## src/rtl/lap_stopwatch_bcd_pkg.sv

```systemverilog
// stopwatch_pkg: types and constants shared by the lap stopwatch core,
// its lap FIFO and its lap pop-port interface.
//   bcd_time_t : packed M:SS.t time, {min, sec_tens, sec_units, tenths}
//   sw_mode_e  : count direction
//   sw_state_e : run/stop control state (also brought out for debug)
package stopwatch_pkg;

    localparam logic [3:0] DIGIT_MAX = 4'd9;  // tenths and seconds units
    localparam logic [3:0] TENS_MAX  = 4'd5;  // seconds tens

    typedef struct packed {
        logic [3:0] min;
        logic [3:0] sec_tens;
        logic [3:0] sec_units;
        logic [3:0] tenths;
    } bcd_time_t;

    typedef enum logic {
        SW_UP   = 1'b0,
        SW_DOWN = 1'b1
    } sw_mode_e;

    typedef enum logic {
        ST_STOPPED = 1'b0,
        ST_RUNNING = 1'b1
    } sw_state_e;

    function automatic logic [3:0] sat_digit(input logic [3:0] v, input logic [3:0] lim);
        return (v > lim) ? lim : v;
    endfunction

    // Clamp every field of a raw BCD word into its legal range.
    function automatic bcd_time_t sat_time(input logic [15:0] raw, input logic [3:0] max_min);
        bcd_time_t t;
        t           = raw;
        t.min       = sat_digit(t.min, max_min);
        t.sec_tens  = sat_digit(t.sec_tens, TENS_MAX);
        t.sec_units = sat_digit(t.sec_units, DIGIT_MAX);
        t.tenths    = sat_digit(t.tenths, DIGIT_MAX);
        return t;
    endfunction

endpackage

```

## src/rtl/lap_stopwatch_bcd_if.sv

```systemverilog
// Lap pop port of the stopwatch.
//   lap_valid : FIFO non-empty, lap_time holds the head entry
//   lap_ready : consumer accepts the head entry
//   lap_time  : head lap entry (BCD)
// Handshake: an entry is popped on every rising clock edge where
// lap_valid && lap_ready; while lap_valid && !lap_ready, lap_time is held
// stable; lap_valid never drops without a pop (or a clear/reset).
interface lap_stopwatch_bcd_if;
    import stopwatch_pkg::*;

    logic      lap_valid;
    logic      lap_ready;
    bcd_time_t lap_time;

    modport master (output lap_valid, output lap_time, input lap_ready);
    modport slave  (input lap_valid, input lap_time, output lap_ready);

endinterface

```

## src/rtl/lap_stopwatch_bcd_lap_fifo.sv

```systemverilog
// lap_fifo: synchronous FIFO of bcd_time_t entries.
//   i_clk, i_rst_n : clock, asynchronous active-low reset
//   i_flush        : empties the FIFO (wins over push/pop)
//   i_push/i_data  : write request and data; a push when full is dropped
//                    unless a pop happens in the same cycle
//   i_pop          : read request, ignored when empty
//   o_data         : head entry, zero when empty
//   o_full/o_empty : status
module lap_fifo
    import stopwatch_pkg::*;
#(
    parameter int DEPTH = 4
) (
    input  logic      i_clk,
    input  logic      i_rst_n,
    input  logic      i_flush,
    input  logic      i_push,
    input  bcd_time_t i_data,
    input  logic      i_pop,
    output bcd_time_t o_data,
    output logic      o_full,
    output logic      o_empty
);

    localparam int AW = (DEPTH > 2) ? $clog2(DEPTH) : 1;

    if ((DEPTH < 2) || ((DEPTH & (DEPTH - 1)) != 0)) begin : g_bad_depth
        $error("lap_fifo: DEPTH must be a power of 2 and at least 2");
    end

    bcd_time_t   r_mem [DEPTH];
    logic [AW:0] r_wr_ptr;
    logic [AW:0] r_rd_ptr;
    logic        w_do_push;
    logic        w_do_pop;

    // Pointers carry one extra wrap bit so full and empty are distinguishable.
    assign o_empty   = (r_wr_ptr == r_rd_ptr);
    assign o_full    = (r_wr_ptr[AW] != r_rd_ptr[AW]) &&
                       (r_wr_ptr[AW-1:0] == r_rd_ptr[AW-1:0]);
    assign w_do_pop  = i_pop && !o_empty;
    // A simultaneous pop frees the slot, so a push into a full FIFO still lands.
    assign w_do_push = i_push && (!o_full || w_do_pop);
    assign o_data    = o_empty ? '0 : r_mem[r_rd_ptr[AW-1:0]];

    always_ff @(posedge i_clk or negedge i_rst_n) begin
        if (!i_rst_n) begin
            r_wr_ptr <= '0;
            r_rd_ptr <= '0;
        end else if (i_flush) begin
            r_wr_ptr <= '0;
            r_rd_ptr <= '0;
        end else begin
            if (w_do_push) r_wr_ptr <= r_wr_ptr + 1'b1;
            if (w_do_pop)  r_rd_ptr <= r_rd_ptr + 1'b1;
        end
    end

    always_ff @(posedge i_clk) begin
        if (w_do_push && !i_flush) r_mem[r_wr_ptr[AW-1:0]] <= i_data;
    end

endmodule

```

## src/rtl/lap_stopwatch_bcd.sv

```systemverilog
// lap_stopwatch_bcd: stopwatch core with prescaler, M:SS.t BCD up/down
// counter, preload and a lap-capture FIFO.
//   clk_100MHz, reset_n : clock, asynchronous active-low reset
//   start/stop/clear    : single-cycle control pulses (clear > stop > load > start)
//   lap                 : push current time into the lap FIFO
//   load, load_time     : preload (saturated per field) while stopped
//   count_down          : direction, taken only while stopped
//   digit0..digit3      : tenths, sec units, sec tens, minutes
//   running             : counting active
//   tick/wrap/done      : one-cycle pulses on update / up rollover / down reaching zero
//   lap_overflow        : sticky, a lap was dropped because the FIFO was full
//   dbg_state           : run/stop control state
//   lap_if              : lap pop port (valid/ready)
module lap_stopwatch_bcd
    import stopwatch_pkg::*;
#(
    parameter int CLK_HZ    = 100_000_000,
    parameter int TICK_HZ   = 10,
    parameter int MAX_MIN   = 9,
    parameter int LAP_DEPTH = 4
) (
    input  logic                       clk_100MHz,
    input  logic                       reset_n,
    input  logic                       start,
    input  logic                       stop,
    input  logic                       clear,
    input  logic                       lap,
    input  logic                       load,
    input  logic [15:0]                load_time,
    input  logic                       count_down,
    output logic [3:0]                 digit0,
    output logic [3:0]                 digit1,
    output logic [3:0]                 digit2,
    output logic [3:0]                 digit3,
    output logic                       running,
    output logic                       tick,
    output logic                       wrap,
    output logic                       done,
    output logic                       lap_overflow,
    output sw_state_e                  dbg_state,
    lap_stopwatch_bcd_if.master        lap_if
);

    localparam int         DIV      = CLK_HZ / TICK_HZ;
    localparam int         PW       = (DIV > 2) ? $clog2(DIV) : 1;
    localparam logic [PW-1:0] PRE_LAST = PW'(DIV - 1);
    localparam logic [3:0] MIN_MAX  = 4'(MAX_MIN);

    if (DIV < 2) begin : g_bad_div
        $error("lap_stopwatch_bcd: CLK_HZ/TICK_HZ must be at least 2");
    end
    if ((MAX_MIN < 1) || (MAX_MIN > 9)) begin : g_bad_min
        $error("lap_stopwatch_bcd: MAX_MIN must be 1..9");
    end

    sw_state_e     r_state;
    sw_state_e     w_state_nxt;
    sw_mode_e      r_mode;
    logic [PW-1:0] r_presc;
    bcd_time_t     r_time;
    bcd_time_t     w_time_up;
    bcd_time_t     w_time_dn;
    bcd_time_t     w_time_nxt;
    bcd_time_t     w_load_sat;
    bcd_time_t     w_fifo_data;
    logic          r_tick;
    logic          r_wrap;
    logic          r_done;
    logic          r_overflow;
    logic          w_running;
    logic          w_tick_now;
    logic          w_advance;
    logic          w_down_eff;
    logic          w_start_ok;
    logic          w_push;
    logic          w_pop;
    logic          w_drop;
    logic          w_fifo_full;
    logic          w_fifo_empty;

    // ---------------- control FSM ----------------
    always_ff @(posedge clk_100MHz or negedge reset_n) begin
        if (!reset_n) r_state <= ST_STOPPED;
        else          r_state <= w_state_nxt;
    end

    always_comb begin
        w_state_nxt = r_state;
        case (r_state)
            ST_STOPPED: begin
                if (!clear && !stop && !load && w_start_ok) w_state_nxt = ST_RUNNING;
            end
            ST_RUNNING: begin
                if (clear || stop) begin
                    w_state_nxt = ST_STOPPED;
                end else if (w_advance && (r_mode == SW_DOWN) && (w_time_dn == '0)) begin
                    // Down-count halts on the same edge that reaches zero.
                    w_state_nxt = ST_STOPPED;
                end
            end
            default: w_state_nxt = ST_STOPPED;
        endcase
    end

    always_comb begin
        w_running = (r_state == ST_RUNNING);
        dbg_state = r_state;
    end

    // While stopped the mode register tracks count_down every cycle, so the
    // live input is what the run will use; a down start at zero is refused.
    assign w_down_eff = w_running ? (r_mode == SW_DOWN) : count_down;
    assign w_start_ok = start && !(w_down_eff && (r_time == '0));

    // ---------------- prescaler / tick ----------------
    assign w_tick_now = w_running && (r_presc == PRE_LAST);
    // A stop or clear on the terminal prescaler cycle halts without updating.
    assign w_advance  = w_tick_now && !clear && !stop;

    // ---------------- BCD cascade ----------------
    always_comb begin
        w_time_up = r_time;
        if (r_time.tenths != DIGIT_MAX) begin
            w_time_up.tenths = r_time.tenths + 4'd1;
        end else begin
            w_time_up.tenths = '0;
            if (r_time.sec_units != DIGIT_MAX) begin
                w_time_up.sec_units = r_time.sec_units + 4'd1;
            end else begin
                w_time_up.sec_units = '0;
                if (r_time.sec_tens != TENS_MAX) begin
                    w_time_up.sec_tens = r_time.sec_tens + 4'd1;
                end else begin
                    w_time_up.sec_tens = '0;
                    w_time_up.min      = (r_time.min != MIN_MAX) ? r_time.min + 4'd1 : 4'd0;
                end
            end
        end
    end

    always_comb begin
        w_time_dn = r_time;
        if (r_time.tenths != 4'd0) begin
            w_time_dn.tenths = r_time.tenths - 4'd1;
        end else begin
            w_time_dn.tenths = DIGIT_MAX;
            if (r_time.sec_units != 4'd0) begin
                w_time_dn.sec_units = r_time.sec_units - 4'd1;
            end else begin
                w_time_dn.sec_units = DIGIT_MAX;
                if (r_time.sec_tens != 4'd0) begin
                    w_time_dn.sec_tens = r_time.sec_tens - 4'd1;
                end else begin
                    w_time_dn.sec_tens = TENS_MAX;
                    w_time_dn.min      = (r_time.min != 4'd0) ? r_time.min - 4'd1 : MIN_MAX;
                end
            end
        end
    end

    assign w_time_nxt = (r_mode == SW_DOWN) ? w_time_dn : w_time_up;
    assign w_load_sat = sat_time(load_time, MIN_MAX);

    // ---------------- datapath registers ----------------
    always_ff @(posedge clk_100MHz or negedge reset_n) begin
        if (!reset_n) begin
            r_mode     <= SW_UP;
            r_presc    <= '0;
            r_time     <= '0;
            r_tick     <= 1'b0;
            r_wrap     <= 1'b0;
            r_done     <= 1'b0;
            r_overflow <= 1'b0;
        end else begin
            r_tick <= w_advance;
            // Up-count only returns to zero from the maximum, so a zero
            // successor marks the rollover.
            r_wrap <= w_advance && (r_mode == SW_UP) && (w_time_up == '0);
            r_done <= w_advance && (r_mode == SW_DOWN) && (w_time_dn == '0);

            if (!w_running) r_mode <= count_down ? SW_DOWN : SW_UP;

            if (clear || stop || !w_running || w_tick_now) r_presc <= '0;
            else                                          r_presc <= r_presc + 1'b1;

            if (clear)                               r_time <= '0;
            else if (w_advance)                      r_time <= w_time_nxt;
            else if (!w_running && load && !stop)    r_time <= w_load_sat;

            if (clear)       r_overflow <= 1'b0;
            else if (w_drop) r_overflow <= 1'b1;
        end
    end

    // ---------------- lap FIFO ----------------
    assign w_push = lap && !clear;
    assign w_pop  = !w_fifo_empty && lap_if.lap_ready;
    assign w_drop = w_push && w_fifo_full && !w_pop;

    lap_fifo #(
        .DEPTH (LAP_DEPTH)
    ) u_lap_fifo (
        .i_clk   (clk_100MHz),
        .i_rst_n (reset_n),
        .i_flush (clear),
        .i_push  (w_push),
        .i_data  (r_time),
        .i_pop   (w_pop),
        .o_data  (w_fifo_data),
        .o_full  (w_fifo_full),
        .o_empty (w_fifo_empty)
    );

    assign lap_if.lap_valid = !w_fifo_empty;
    assign lap_if.lap_time  = w_fifo_data;

    // ---------------- outputs ----------------
    assign digit0       = r_time.tenths;
    assign digit1       = r_time.sec_units;
    assign digit2       = r_time.sec_tens;
    assign digit3       = r_time.min;
    assign running      = w_running;
    assign tick         = r_tick;
    assign wrap         = r_wrap;
    assign done         = r_done;
    assign lap_overflow = r_overflow;

endmodule
```

## src/flat_wrapper.sv

```systemverilog
// flat-port wrapper written by rule: the top's interface ports become plain ports
module lap_stopwatch_bcd_flat import stopwatch_pkg::*;
#(
    parameter int CLK_HZ    = 100_000_000,
    parameter int TICK_HZ   = 10,
    parameter int MAX_MIN   = 9,
    parameter int LAP_DEPTH = 4
)
  (clk_100MHz, reset_n, start, stop, clear, lap, load, load_time, count_down, digit0, digit1, digit2, digit3, running, tick, wrap, done, lap_overflow, dbg_state, lap_if_lap_valid, lap_if_lap_time, lap_if_lap_ready);
  lap_stopwatch_bcd_if lap_if_i ();
  input  logic clk_100MHz;
  input  logic reset_n;
  input  logic start;
  input  logic stop;
  input  logic clear;
  input  logic lap;
  input  logic load;
  input  logic [15:0] load_time;
  input  logic count_down;
  output logic [3:0] digit0;
  output logic [3:0] digit1;
  output logic [3:0] digit2;
  output logic [3:0] digit3;
  output logic running;
  output logic tick;
  output logic wrap;
  output logic done;
  output logic lap_overflow;
  output sw_state_e dbg_state;
  output wire logic [$bits(lap_if_i.lap_valid)-1:0] lap_if_lap_valid;
  output wire logic [$bits(lap_if_i.lap_time)-1:0] lap_if_lap_time;
  input wire logic [$bits(lap_if_i.lap_ready)-1:0] lap_if_lap_ready;
  assign lap_if_lap_valid = lap_if_i.lap_valid;
  assign lap_if_lap_time = lap_if_i.lap_time;
  assign lap_if_i.lap_ready = lap_if_lap_ready;
  lap_stopwatch_bcd #(.CLK_HZ(CLK_HZ), .TICK_HZ(TICK_HZ), .MAX_MIN(MAX_MIN), .LAP_DEPTH(LAP_DEPTH)) u_core (.clk_100MHz(clk_100MHz), .reset_n(reset_n), .start(start), .stop(stop), .clear(clear), .lap(lap), .load(load), .load_time(load_time), .count_down(count_down), .digit0(digit0), .digit1(digit1), .digit2(digit2), .digit3(digit3), .running(running), .tick(tick), .wrap(wrap), .done(done), .lap_overflow(lap_overflow), .dbg_state(dbg_state), .lap_if(lap_if_i));
endmodule
```

## config.mk

```make
export PLATFORM = sky130hd
export DESIGN_NAME = lap_stopwatch_bcd_flat
export DESIGN_NICKNAME = d
export VERILOG_FILES = /design/src/rtl/lap_stopwatch_bcd_pkg.sv /design/src/rtl/lap_stopwatch_bcd_if.sv /design/src/rtl/lap_stopwatch_bcd_lap_fifo.sv /design/src/rtl/lap_stopwatch_bcd.sv /design/src/flat_wrapper.sv
export SDC_FILE = /design/constraint.sdc
export NUM_CORES = 1
export LEC_CHECK = 0
export CAP_MARGIN = 20
export CORE_MARGIN = 2
export CORE_UTILIZATION = 40
export DETAILED_ROUTE_END_ITERATION = 8
export HOLD_SLACK_MARGIN = 0.06
export PLACE_DENSITY = 0.68
export SLEW_MARGIN = 20
export SYNTH_ARGS = -nofsm -noshare
export SYNTH_HDL_FRONTEND = slang
export SYNTH_HIERARCHICAL = 1
export SYNTH_SLANG_ARGS = --single-unit
```

## constraint.sdc

```tcl
create_clock -name clk_100MHz -period 3.6 [get_ports clk_100MHz]
set_input_delay 0.72 -clock clk_100MHz [delete_from_list [all_inputs] [get_ports clk_100MHz]]
set_output_delay 0.72 -clock clk_100MHz [all_outputs]
set_load 0.05 [all_outputs]
```

**After elaboration in Yosys (flattened, before gate mapping)**

Memory sizes are Yosys's and may differ from the RTL's.
Index checks and enable logic that the tools add are counted.

- $add $sub $neg: 11
- Magnitude comparators: 4
- Equality and inequality tests: 8
- Muxes and demuxes: 38
- Bitwise operators: 2
- Reductions and logical operators: 45

Operator list:

| cell | count |
|---|---|
| 16-bit two-way mux | 5 |
| 4-bit two-way mux | 14 |
| 16-bit zero test | 3 |
| 24-bit by 1-bit adder with 24-bit output, second input constant | 1 |
| 24-bit == test, second input constant | 1 |
| 12-bit two-way mux | 2 |
| 24-bit two-way mux | 1 |
| 1-bit logical AND | 22 |
| 4-bit by 1-bit adder with 4-bit output, second input constant | 4 |
| 8-bit two-way mux | 2 |
| 4-bit nonzero test | 4 |
| 4-bit by 1-bit subtractor with 4-bit output, second input constant | 4 |
| 4-bit greater-than comparator, second input constant | 3 |
| 3-bit two-way mux | 4 |
| 4-bit inequality test, second input constant | 3 |
| 1-bit two-way mux | 9 |
| 1-bit zero test | 8 |
| 3-bit by 1-bit adder with 3-bit output, second input constant | 2 |
| 2-bit nonzero test | 3 |
| 4-bit by 3-bit greater-than comparator with 1-bit output, second input constant | 1 |
| 1-bit logical OR | 4 |
| 4-bit by 3-bit inequality test with 1-bit output, second input constant | 1 |
| 3-bit == test | 1 |
| 3-bit nonzero test | 1 |
| other kinds (4) | 5 |

- Register bits after elaboration: 52
- RAM bits: 64
- Memories: 1

Memories:

| memory | depth | width | read ports | clocked after memory_dff | write ports | line | RTL |
|---|---|---|---|---|---|---|---|
| u_core.u_lap_fifo.r_mem | 4 | 16 | 1 | 0 | 1 | lap_stopwatch_bcd_lap_fifo.sv:31 | `bcd_time_t r_mem [DEPTH];` |

**Depth between registers and ports, before layout**

Gate-level depths: netlist of the first run.

- Depth after elaboration: 10
- Depth in mapped cells: 9
- Gate-level depth less buffers: 7

**Cells and area by module**

Netlist of the first run, hierarchy kept.

By module, submodules not included:

| module | instances | cells each | area each (µm²) | seq. area each (µm²) |
|---|---|---|---|---|
| lap_stopwatch_bcd | 1 | 397 | 3,326.9 | 1,151.1 |
| lap_fifo | 1 | 156 | 2,912.8 | 2,072.0 |

**Worst setup path before layout of the first run**

OpenSTA, ideal clock, no wires.

- Path kind: reg2reg
- Start point: reg u_core.u_lap_fifo.r_rd_ptr[0]
- End point: mem u_core/u_lap_fifo/r_mem[3][0] (netlist name) (enable)
- Data arrival time: 2.232 ns
- Required time: 3.226 ns
- Slack: 0.994 ns
- Cell stages (with the launch flop): 10
- Buffers on the path: 2
- Clock period less this slack: 2.606 ns
- Path through: dfrtp_1 buf_4 xnor2_1 nand3_1 clkbuf_1 inv_1 nor2b_1 inv_1 a41oi_1 and2_1

- Word-level cells in the longest chain between the ends: 9
- Elaborated cells between the ends (all ways): 12

RTL lines:

| element | line | RTL |
|---|---|---|
| start: declaration | lap_stopwatch_bcd_lap_fifo.sv:33 | `logic [AW:0] r_rd_ptr;` |
| start signal: assignment | lap_stopwatch_bcd_lap_fifo.sv:55 | `if (w_do_pop) r_rd_ptr <= r_rd_ptr + 1'b1;` |
| 3-bit == test | lap_stopwatch_bcd_lap_fifo.sv:38 | `assign o_empty = (r_wr_ptr == r_rd_ptr);` |
| via u_core.w_fifo_empty | lap_stopwatch_bcd.sv:79 | `logic w_fifo_empty;` |
| 1-bit zero test | lap_stopwatch_bcd.sv:197 | `assign w_pop = !w_fifo_empty && lap_if.lap_ready;` |
| 1-bit logical AND | lap_stopwatch_bcd.sv:197 |  |
| via u_core.w_pop | lap_stopwatch_bcd.sv:76 | `logic w_pop;` |
| 1-bit logical AND | lap_stopwatch_bcd_lap_fifo.sv:41 | `assign w_do_pop = i_pop && !o_empty;` |
| 1-bit logical OR | lap_stopwatch_bcd_lap_fifo.sv:43 | `assign w_do_push = i_push && (!o_full \|\| w_do_pop);` |
| 1-bit logical AND | lap_stopwatch_bcd_lap_fifo.sv:43 |  |
| 1-bit logical AND | lap_stopwatch_bcd_lap_fifo.sv:60 | `if (w_do_push && !i_flush) r_mem[r_wr_ptr[AW-1:0]] <= i_data;` |
| 1-bit two-way mux | lap_stopwatch_bcd_lap_fifo.sv:60 |  |
| 1-bit two-way mux (not written as such) | lap_stopwatch_bcd_lap_fifo.sv:60 |  |
| end: declaration | lap_stopwatch_bcd_lap_fifo.sv:31 |  |

The timed path passes the listed nets, and every way through them passes these cells.

**Final worst setup path of the first run**

- Start point: reg u_core.r_time (netlist bit u_core/digit0[0])
- End point: reg u_core.r_time (netlist bit u_core/digit3[2])

- Word-level cells in the longest chain between the ends: 5
- Elaborated cells between the ends (all ways): 7

RTL lines:

| element | line | RTL |
|---|---|---|
| start: declaration | lap_stopwatch_bcd.sv:60 | `bcd_time_t r_time;` |
| start signal: assignment | lap_stopwatch_bcd.sv:187 | `else if (w_advance) r_time <= w_time_nxt;` |
| start signal: assignment | lap_stopwatch_bcd.sv:188 | `else if (!w_running && load && !stop) r_time <= w_load_sat;` |
| 4-bit inequality test or 4-bit nonzero test (tied branches) | lap_stopwatch_bcd.sv:123, lap_stopwatch_bcd.sv:143 |  |
| 12-bit two-way mux (on tied branches) | lap_stopwatch_bcd.sv:123, lap_stopwatch_bcd.sv:143 |  |
| 16-bit two-way mux * | lap_stopwatch_bcd.sv:161 | `assign w_time_nxt = (r_mode == SW_DOWN) ? w_time_dn : w_time_up;` |
| 16-bit two-way mux * | lap_stopwatch_bcd.sv:187 |  |
| 16-bit two-way mux * | lap_stopwatch_bcd.sv:186 | `if (clear) r_time <= '0;` |

Mark *: on every way between the ends. The rest lies on a longest branch, timed or not.
A chain may end at the register's enable or synchronous reset.

==> impl_metrics.py, run 1 <==
metrics = {
    "routing": {
        "wl_um": 15100,
        "drt_iter0_markers": 373,
        "drt_first_pass_iters": 5,
        "viasPerCell": 5.73,
        "drc": 0,
        "ant_nets": 0,
        "num_vias": 4681,
        "wire_per_inst_um": 18.5,
    },
    "sta": {
        "fmax_ghz": 0.335,
        "worst_pin_slew_ns": 0.883,
        "relSlewSlack_pct": 41.1,
        "fin_crit_sh_pct": 83.0,
        "rsz0062_at_grt": "no",
        "post-route-min-period_ns": 2.99,
        "hold_viol": 0,
        "report.final.setup_viol": 0,
        "fin_setup_tns_ns": 0,
        "fin_hold_ws_ns": 0.256,
        "slew_viol_final": 0,
        "fin_skew_ns": 0.0121,
    },
    "worst_setup_path": {
        "cp.required_ns": 3.88,
        "path_buf_inv": 1,
        "worstSetupPathType": "flop to flop",
        "worst-path-max-fanout": 14,
        "start_kind": "flop",
        "cp_top_family": "simple AND/OR/NAND/NOR gates",
        "critical_path.cell_chain": "inv_1, ha_1, or4b_1, nor4_1, mux2_2, nor2_1, o21ai_0",
        "slowest_stage": "or4b_1",
        "slowest_delay_ns": 0.65,
        "worst_setup_path_end_kind": "flop",
        "crit_arrival_ns": 3.27,
    },
    "finish": {
        "area_delta_synth_final_pct": 21.2,
        "fin_area_um2": 7560,
        "fillCellCount": 1341,
        "post-route-util_pct": 49.8,
        "drive_gt1_share_pct": 15.7,
        "diodes": 0,
        "fin_nets": 651,
    },
    "clock_tree": {
        "cts_buffer_depth": 2,
        "cts_tree": "done",
        "postCtsSetupBuffers": 0,
        "cts_buffers": 17,
        "cts_resized": 0,
        "cts_hold_buf": 0,
        "cts.root.buffer_cell": "clkbuf_16",
        "cts-htree-levels": 4,
        "clk_pin_slew_worst_paths_ns": 0.06,
        "clk_latency_ns": 0.41,
        "cts.sinks": 116,
    },
    "synthesis": {
        "seq_area_frac_synth_pct": 51.7,
        "synth_nets": 588,
        "ys_top_cells_by_count": "edfxtp_1, nor2_1, dfrtp_1",
        "yosysTopAreaCellShare_pct": 30.8,
        "synth.most_common_cell": "edfxtp_1",
        "ys_warn_count": 6,
        "synth_edf_count": 64,
        "synth_cell_type_count": 71,
        "ys.flop_type": "edfxtp_1",
        "syn_avg_cell_area_um2": 11.3,
        "yosysTopAreaCell": "edfxtp_1",
        "ys_ff_latch": 116,
        "syn_area_um2": 6240,
        "synthTopCellsByArea": "edfxtp_1, dfrtp_1, mux4_2",
        "synthCells": 553,
        "async_reset_ff_share_pct": 44.8,
    },
    "global_route": {
        "overflow": 0,
        "grt_pass1_wl_um": 24100,
        "antenna_found_initial": 0,
        "grt_max_degree": 36,
        "grt_usage_pct": 19.1,
        "grt_pass1_vias": 4710,
    },
    "floorplanning": {
        "die_w_um": 129,
        "core_um2": 15200,
        "die_h_um": 129,
        "io_pins": 64,
        "fp.dieArea_um2": 16600,
        "start_util_pct": 41.0,
        "std_cell_rows": 45,
    },
    "power_and_ir_drop": {
        "p_leak_nw": 2.81,
        "ir_worst_vdd_mv": 0.308,
        "powerDensity_nw_per_um2": 459,
    },
    "run_status": {
        "status": "finished, final reports clean",
    },
    "place": {
        "place.gp.congestion": 0.848,
        "dp_hpwl_um": 10000,
        "place_area_um2": 7000,
        "io_buffer_count": 63,
    },
    "worst_hold_path": {
        "hold_path.class": "input pin to async pin",
    },
    "job": {
        "max_cap_violations": 0,
    },
}
## placed cells by master, fill, tap and decap left out, types with 14 or more instances in the layout
cell,count
and2_1,21
nand3_1,14
clkbuf_16,17
mux4_2,18
nor2_1,59
clkdlybuf4s50_1,45
xnor2_1,22
edfxtp_1,64
o21ai_0,21
nor3_1,16
nand2_1,28
dfrtp_1,52
buf_4,30
inv_1,20
a21oi_1,15
## routing by layer
| layer | GRT usage (%) | wire length, um |
|---|---|---|
| met1 | 23.4 | 6360 |
| met4 | 8.57 | 320 |
| met3 | 5.16 | 891 |
| met5 | 0 | 0 |
| met2 | 31.8 | 7530 |
## metrics by stage
stage	std cells	total power [W]	setup slack (ns)
2_1_floorplan	553	0.00174	0.994
3_3_place_gp	785	0.00188	0.670
3_5_place_dp	785	0.00188	0.531
4_1_cts	817	0.00350	0.631
5_1_grt	817	0.00359	0.507
6_report	817	0.00347	0.611
## where the power goes
group	internal (W)	total (W)	switching (W)
Clock	0.00101	0.00161	0.000602
Combinational	0.000154	0.000392	0.000238
Sequential	0.00142	0.00147	0.0000438
Total	0.00259	0.00347	0.000884
## flip-flops by register name, indices dropped and copies added (netlist names), 3 cells and up
| name | flops |
|---|---|
| u_core/u_lap_fifo/r_mem | 64 |
| u_core/r_presc | 24 |
| u_core/digit0 | 4 |
| u_core/digit1 | 4 |
| u_core/digit2 | 4 |
| u_core/digit3 | 4 |
| u_core/u_lap_fifo/r_rd_ptr | 3 |
| u_core/u_lap_fifo/r_wr_ptr | 3 |
## cell families (layout without fill, tap and decap cells)
family	Yosys count	after routing	share of synthesized area, %
fa+ha+maj	10	10	2.01
xor+xnor	33	33	4.63
mux	32	32	8.90
buf+inv	54	130	3.87
compound gates	84	84	9.24
flops	116	116	51.7
simple gates	224	224	19.7
## cell type report
cell class	count	area [um2]	area share [%]
well taps	188	235	3.11
repair buffers	76	681	9.00
multi-input cells	383	2780	36.7
flip-flops and latches	116	3220	42.6
inverters	22	82.6	1.09
clock inverters	14	139	1.84
clock buffers	18	429	5.67
## worst paths after layout
kind	endpoint	cells after the start	slack (ns)	from
worst max-delay path	u_core/digit3[2]$_DFFE_PN0P_	7	0.61	u_core/digit0[0]$_DFFE_PN0P_
worst min-delay path	u_core/digit2[0]$_DFFE_PN0P_	1	0.26	reset_n
worst max register to register	u_core/digit3[2]$_DFFE_PN0P_	7	0.61	u_core/digit0[0]$_DFFE_PN0P_
worst min register to register	u_core/r_presc[0]$_DFF_PN0_	1	0.52	u_core/r_presc[0]$_DFF_PN0_
max in group asynchronous	u_core/r_presc[15]$_DFF_PN0_	2	2.50	reset_n
min in group clk_100MHz	u_core/r_presc[0]$_DFF_PN0_	1	0.52	u_core/r_presc[0]$_DFF_PN0_
## worst reg2reg max path, delay by kind of cell, from the launching register on
kind / cells / cell delay, ns
AND/OR/NAND/NOR: 3 / 1.28
flip-flops: 1 / 0.56
adder cells (fa/ha/maj): 1 / 0.34
AO/OA/AOI/OAI: 1 / 0.11
multiplexers: 1 / 0.41
buffers and inverters: 1 / 0.16
Power figures use the tool's default switching activity.
==> run 2: changes to the inputs <==
Settings changed: PLACE_DENSITY 0.68 to 0.7.
Clock period 3.6 ns to 2.7 ns, I/O delays scaled along.
==> impl_metrics.py, run 2 (synthesis results as in run 1) <==
metrics = {
    "finish": {
        "fin_nets": 670,
        "drive_gt1_share_pct": 17.6,
        "final_common_cell": "edfxtp_1",
        "multiInputGateArea_um2": 2780,
        "fillCellCount": 1300,
        "register_area_um2": 3220,
        "largest_reg_flops": 64,
        "fin_area_um2": 7950,
        "area_delta_synth_final_pct": 27.3,
        "mostFrequentLayoutCells": "edfxtp_1, nor2_1, dfrtp_1",
        "post_layout_nonfiller_instances": 835,
        "diodes": 0,
    },
    "job": {
        "max_cap_violations": 0,
    },
    "floorplanning": {
        "core_um2": 15200,
        "io_pins": 64,
        "die_w_um": 129,
        "die_h_um": 129,
        "start_util_pct": 41.0,
        "fp.dieArea_um2": 16600,
        "std_cell_rows": 45,
    },
    "place": {
        "io_buffer_count": 63,
        "dp_hpwl_um": 10700,
        "pre_cts_ws_ns": 0.133,
        "place_area_um2": 7410,
        "dp_cells": 803,
        "place.gp.congestion": 0.900,
    },
    "clock_tree": {
        "cts_buffer_depth": 2,
        "clk_latency_ns": 0.42,
        "cts.sinks": 116,
        "cts-htree-levels": 4,
        "cts_buffers": 17,
        "clk_pin_slew_worst_paths_ns": 0.05,
        "cts_tree": "done",
        "cts.root.buffer_cell": "clkbuf_16",
    },
    "sta": {
        "hold_viol": 0,
        "report.final.setup_viol": 0,
        "fin_crit_sh_pct": 94.7,
        "fmax_ghz": 0.391,
        "worst_pin_slew_ns": 0.538,
        "post-route-min-period_ns": 2.56,
        "rsz0062_at_grt": "no",
        "timing.final.ws_setup_ns": 0.144,
        "fin_skew_ns": 0.00980,
        "slew_viol_final": 0,
        "relSlewSlack_pct": 64.2,
        "fin_setup_tns_ns": 0,
    },
    "worst_setup_path": {
        "path_buf_inv": 2,
        "critical_path.cell_chain": "buf_6, mux4_2, and2_1, buf_12",
        "slowest_stage": "mux4_2",
        "start_kind": "flop",
        "slowest_delay_ns": 0.56,
        "worst-path-max-fanout": 20,
        "crit_arrival_ns": 2.02,
        "cp.required_ns": 2.16,
        "cp_top_family": "multiplexers",
        "worst_setup_path_end_kind": "primary output",
        "worstSetupPathType": "flop to primary output",
    },
    "power_and_ir_drop": {
        "ir_worst_vdd_mv": 0.502,
        "powerDensity_nw_per_um2": 576,
        "finalPower_w": 0.00457,
        "p_leak_nw": 2.96,
    },
    "routing": {
        "wire_per_inst_um": 18.6,
        "wl_um": 15600,
        "ant_nets": 0,
        "drt_first_pass_iters": 5,
        "drt_iter0_markers": 560,
        "num_vias": 4789,
        "viasPerCell": 5.74,
        "drc": 0,
    },
    "global_route": {
        "grt_pass1_wl_um": 25300,
        "grt_pass1_vias": 4870,
        "overflow": 0,
        "grt_usage_pct": 19.9,
        "antenna_found_initial": 0,
        "grt_max_degree": 50,
    },
    "worst_hold_path": {
        "hold_path.class": "input pin to async pin",
    },
    "run_status": {
        "status": "finished, final reports clean",
    },
}
[run 2: cell type report]
| cell class | instances | share of cell area [%] |
|---|---|---|
| clock buffer | 19 | 5.45 |
| clock inverter | 12 | 1.15 |
| inverter | 22 | 1.04 |
| multi-input combinational | 383 | 34.9 |
| sequential | 116 | 40.6 |
| tap | 188 | 2.96 |
| timing repair buffer | 95 | 13.9 |
[run 2: final timing paths]
path	from	end	slack (ns)	cells past startpoint
hold / removal	reset_n	u_core/digit2[2]$_DFFE_PN0P_	0.50	2
hold reg to reg	u_core/r_presc[0]$_DFF_PN0_	u_core/r_presc[0]$_DFF_PN0_	0.51	1
max in group asynchronous	reset_n	u_core/r_presc[5]$_DFF_PN0_	1.68	3
setup / recovery	u_core/u_lap_fifo/r_rd_ptr[0]$_DFFE_PN0P_	lap_if_lap_time[2]	0.14	4
min in group clk_100MHz	u_core/r_presc[0]$_DFF_PN0_	u_core/r_presc[0]$_DFF_PN0_	0.51	1
setup reg to reg	u_core/digit0[0]$_DFFE_PN0P_	u_core/wrap$_DFF_PN0_	0.24	7
[run 2: stage by stage]
stage / hold WS [ns] / utilization [%]
after floorplan: 0.244 / -
final: 0.502 / 52.3
after CTS: 0.479 / 52.2
after global placement: 0.370 / 48.7
after detailed placement: 0.377 / 48.7
after global routing: 0.497 / 52.3
[run 2: repair_timing]
item                                    4_1_cts  5_1_grt
buffers inserted                              0        0
hold buffers                                  1        0
resized for setup                             0        1
endpoints found under the hold margin         3        0
endpoints found under the setup margin        0       11
[run 2: power by group]
| part | leakage (nW) | switching, W | internal (W) | total (W) |
|---|---|---|---|---|
| combinational | 1.37 | 0.000369 | 0.000279 | 0.000648 |
| sequential | 1.34 | 0.0000286 | 0.00190 | 0.00193 |
| clock | 0.249 | 0.000763 | 0.00124 | 0.00200 |
[run 2: routing by layer]
layer	vias up	global-route usage (%)	routed length, um
met1	2356	25.7	6670
met4	0	7.54	332
li1	2210	-	-
met2	193	32.2	7600
met3	30	5.57	955
met5	-	0	0
[run 2: worst register-to-register path: stages (launching register included)]
cell	delay (ns)
dfrtp_1	0.35
buf_4	0.21
ha_1	0.33
and4b_1	0.44
nand4_1	0.28
o21a_1	0.28
nor4_2	0.27
o2111a_1	0.24
==> run 3: changes to the inputs <==
Settings changed: CORE_ASPECT_RATIO set to 1.25, PLACE_DENSITY 0.7 to 0.61.
==> impl_metrics.py, run 3 (synthesis results as in run 1) <==
metrics = {
    "global_route": {
        "grt_pass1_wl_um": 25000,
        "overflow": 0,
        "grt_pass1_vias": 4771,
        "grt_max_degree": 29,
        "antenna_found_initial": 0,
        "grt_usage_pct": 19.8,
    },
    "sta": {
        "post-route-min-period_ns": 2.55,
        "relSlewSlack_pct": 50.5,
        "hold_viol": 0,
        "fin_crit_sh_pct": 94.4,
        "rsz0062_at_grt": "no",
        "fin_setup_tns_ns": 0,
        "worst_pin_slew_ns": 0.733,
        "report.final.setup_viol": 0,
        "slew_viol_final": 0,
        "fmax_ghz": 0.392,
        "fin_skew_ns": 0.0159,
        "timing.final.ws_setup_ns": 0.150,
    },
    "worst_setup_path": {
        "crit_arrival_ns": 2.01,
        "rrSetupSlack_ns": 0.24,
        "worstSetupPathType": "flop to primary output",
        "start_kind": "flop",
        "r2r_cells": 7,
        "r2r-start": "u_core/digit0[0]$_DFFE_PN0P_",
        "rr_endpoint": "u_core/digit3[2]$_DFFE_PN0P_",
        "cp.required_ns": 2.16,
        "worst_setup_path_end_kind": "primary output",
        "worst-path-max-fanout": 20,
    },
    "clock_tree": {
        "cts-htree-levels": 4,
        "cts_tree": "done",
        "cts_hold_buf": 0,
        "cts_buffers": 17,
        "clk_pin_slew_worst_paths_ns": 0.06,
        "cts.sinks": 116,
        "cts_buffer_depth": 2,
        "cts.root.buffer_cell": "clkbuf_16",
        "clk_latency_ns": 0.42,
    },
    "power_and_ir_drop": {
        "p_leak_nw": 2.97,
        "ir_worst_vdd_mv": 0.354,
        "powerDensity_nw_per_um2": 578,
    },
    "finish": {
        "multiInputGateArea_um2": 2780,
        "fin_nets": 673,
        "fillCellCount": 1366,
        "largest_reg_flops": 64,
        "post_layout_nonfiller_instances": 863,
        "register_area_um2": 3220,
        "mostFrequentLayoutCells": "edfxtp_1, nor2_1, dfrtp_1",
        "area_delta_synth_final_pct": 28.3,
        "diodes": 0,
        "fin_area_um2": 8000,
        "drive_gt1_share_pct": 18.9,
        "final_common_cell": "edfxtp_1",
    },
    "floorplanning": {
        "std_cell_rows": 51,
        "die_w_um": 116,
        "start_util_pct": 40.4,
        "fp.dieArea_um2": 16600,
        "die_h_um": 144,
        "io_pins": 64,
        "core_um2": 15400,
    },
    "place": {
        "dp_cells": 831,
        "io_buffer_count": 63,
        "dp_hpwl_um": 11100,
        "place_area_um2": 7450,
        "place.gp.congestion": 0.902,
        "pre_cts_ws_ns": 0.0995,
    },
    "job": {
        "max_cap_violations": 0,
    },
    "routing": {
        "drc": 0,
        "wl_um": 15400,
        "num_vias": 4796,
        "ant_nets": 0,
        "drt_iter0_markers": 370,
        "drt_first_pass_iters": 5,
        "wire_per_inst_um": 17.9,
        "viasPerCell": 5.56,
    },
    "run_status": {
        "status": "finished, final reports clean",
    },
    "worst_hold_path": {
        "hold_path.class": "input pin to async pin",
    },
}
-- run 3: cell types whose count changed in the layout (fill, tap and decap cells not counted), sizes merged --
cell,delta
buf,+4
dlygate4sd3,-1
clkbuf,-1
inv,+1
clkinvlp,+1
-- run 3: worst max-delay path, stage by stage (launching register included) --
cell and delay [ns]:
dfrtp_1 0.38, buf_6 0.29, mux4_2 0.57, and2_1 0.21, buf_12 0.15
-- run 3: cell type report --
type	count	area share [%]
Tap cell	212	3.31
Multi-Input combinational cell	383	34.7
Clock inverter	14	1.42
Timing Repair Buffer	98	13.9
Clock buffer	18	5.36
Inverter	22	1.03
Sequential cell	116	40.3
-- run 3: worst max path at each step --
stage                     slack, ns                                      start                                      end
final                          0.15  u_core/u_lap_fifo/r_rd_ptr[0]$_DFFE_PN0P_                       lap_if_lap_time[4]
after global routing           0.04               u_core/digit0[0]$_DFFE_PN0P_             u_core/digit3[2]$_DFFE_PN0P_
after CTS                      0.02  u_core/u_lap_fifo/r_rd_ptr[0]$_DFFE_PN0P_                       lap_if_lap_time[4]
after detailed placement        0.1                                       stop             u_core/digit3[0]$_DFFE_PN0P_
after global placement         0.16                                       stop             u_core/digit0[0]$_DFFE_PN0P_
after floorplan                0.09  u_core/u_lap_fifo/r_rd_ptr[0]$_DFFE_PN0P_  u_core/u_lap_fifo/r_mem[3][0]$_DFFE_PP_
-- run 3: what timing repair did --
action,CTS,global route
buffers inserted,0,0
pin swaps,0,0
endpoints found under the setup margin,1,5
resized for setup,1,1
-- run 3: stage by stage --
step / util (%) / hold WS (ns) / power [W]
2_1_floorplan: - / 0.244 / 0.00232
3_3_place_gp: 48.3 / 0.508 / 0.00260
3_5_place_dp: 48.3 / 0.516 / 0.00261
4_1_cts: 51.8 / 0.0836 / 0.00467
5_1_grt: 51.8 / 0.116 / 0.00479
6_report: 51.8 / 0.0852 / 0.00463
-- run 3: report_power, final --
part           internal, W  total, W  switching (W)
Sequential         0.00190   0.00193      0.0000288
Clock              0.00125   0.00205       0.000799
Combinational     0.000280  0.000650       0.000370
Total              0.00343   0.00463        0.00120
-- run 3: metal layers --
| layer | GRT usage, % | wire length [um] | vias to the layer above |
|---|---|---|---|
| met5 | 0 | 0 | - |
| met4 | 7.58 | 333 | 0 |
| met3 | 4.09 | 735 | 27 |
| met2 | 34.4 | 8110 | 158 |
| met1 | 24.0 | 6270 | 2381 |
| li1 | - | - | 2230 |
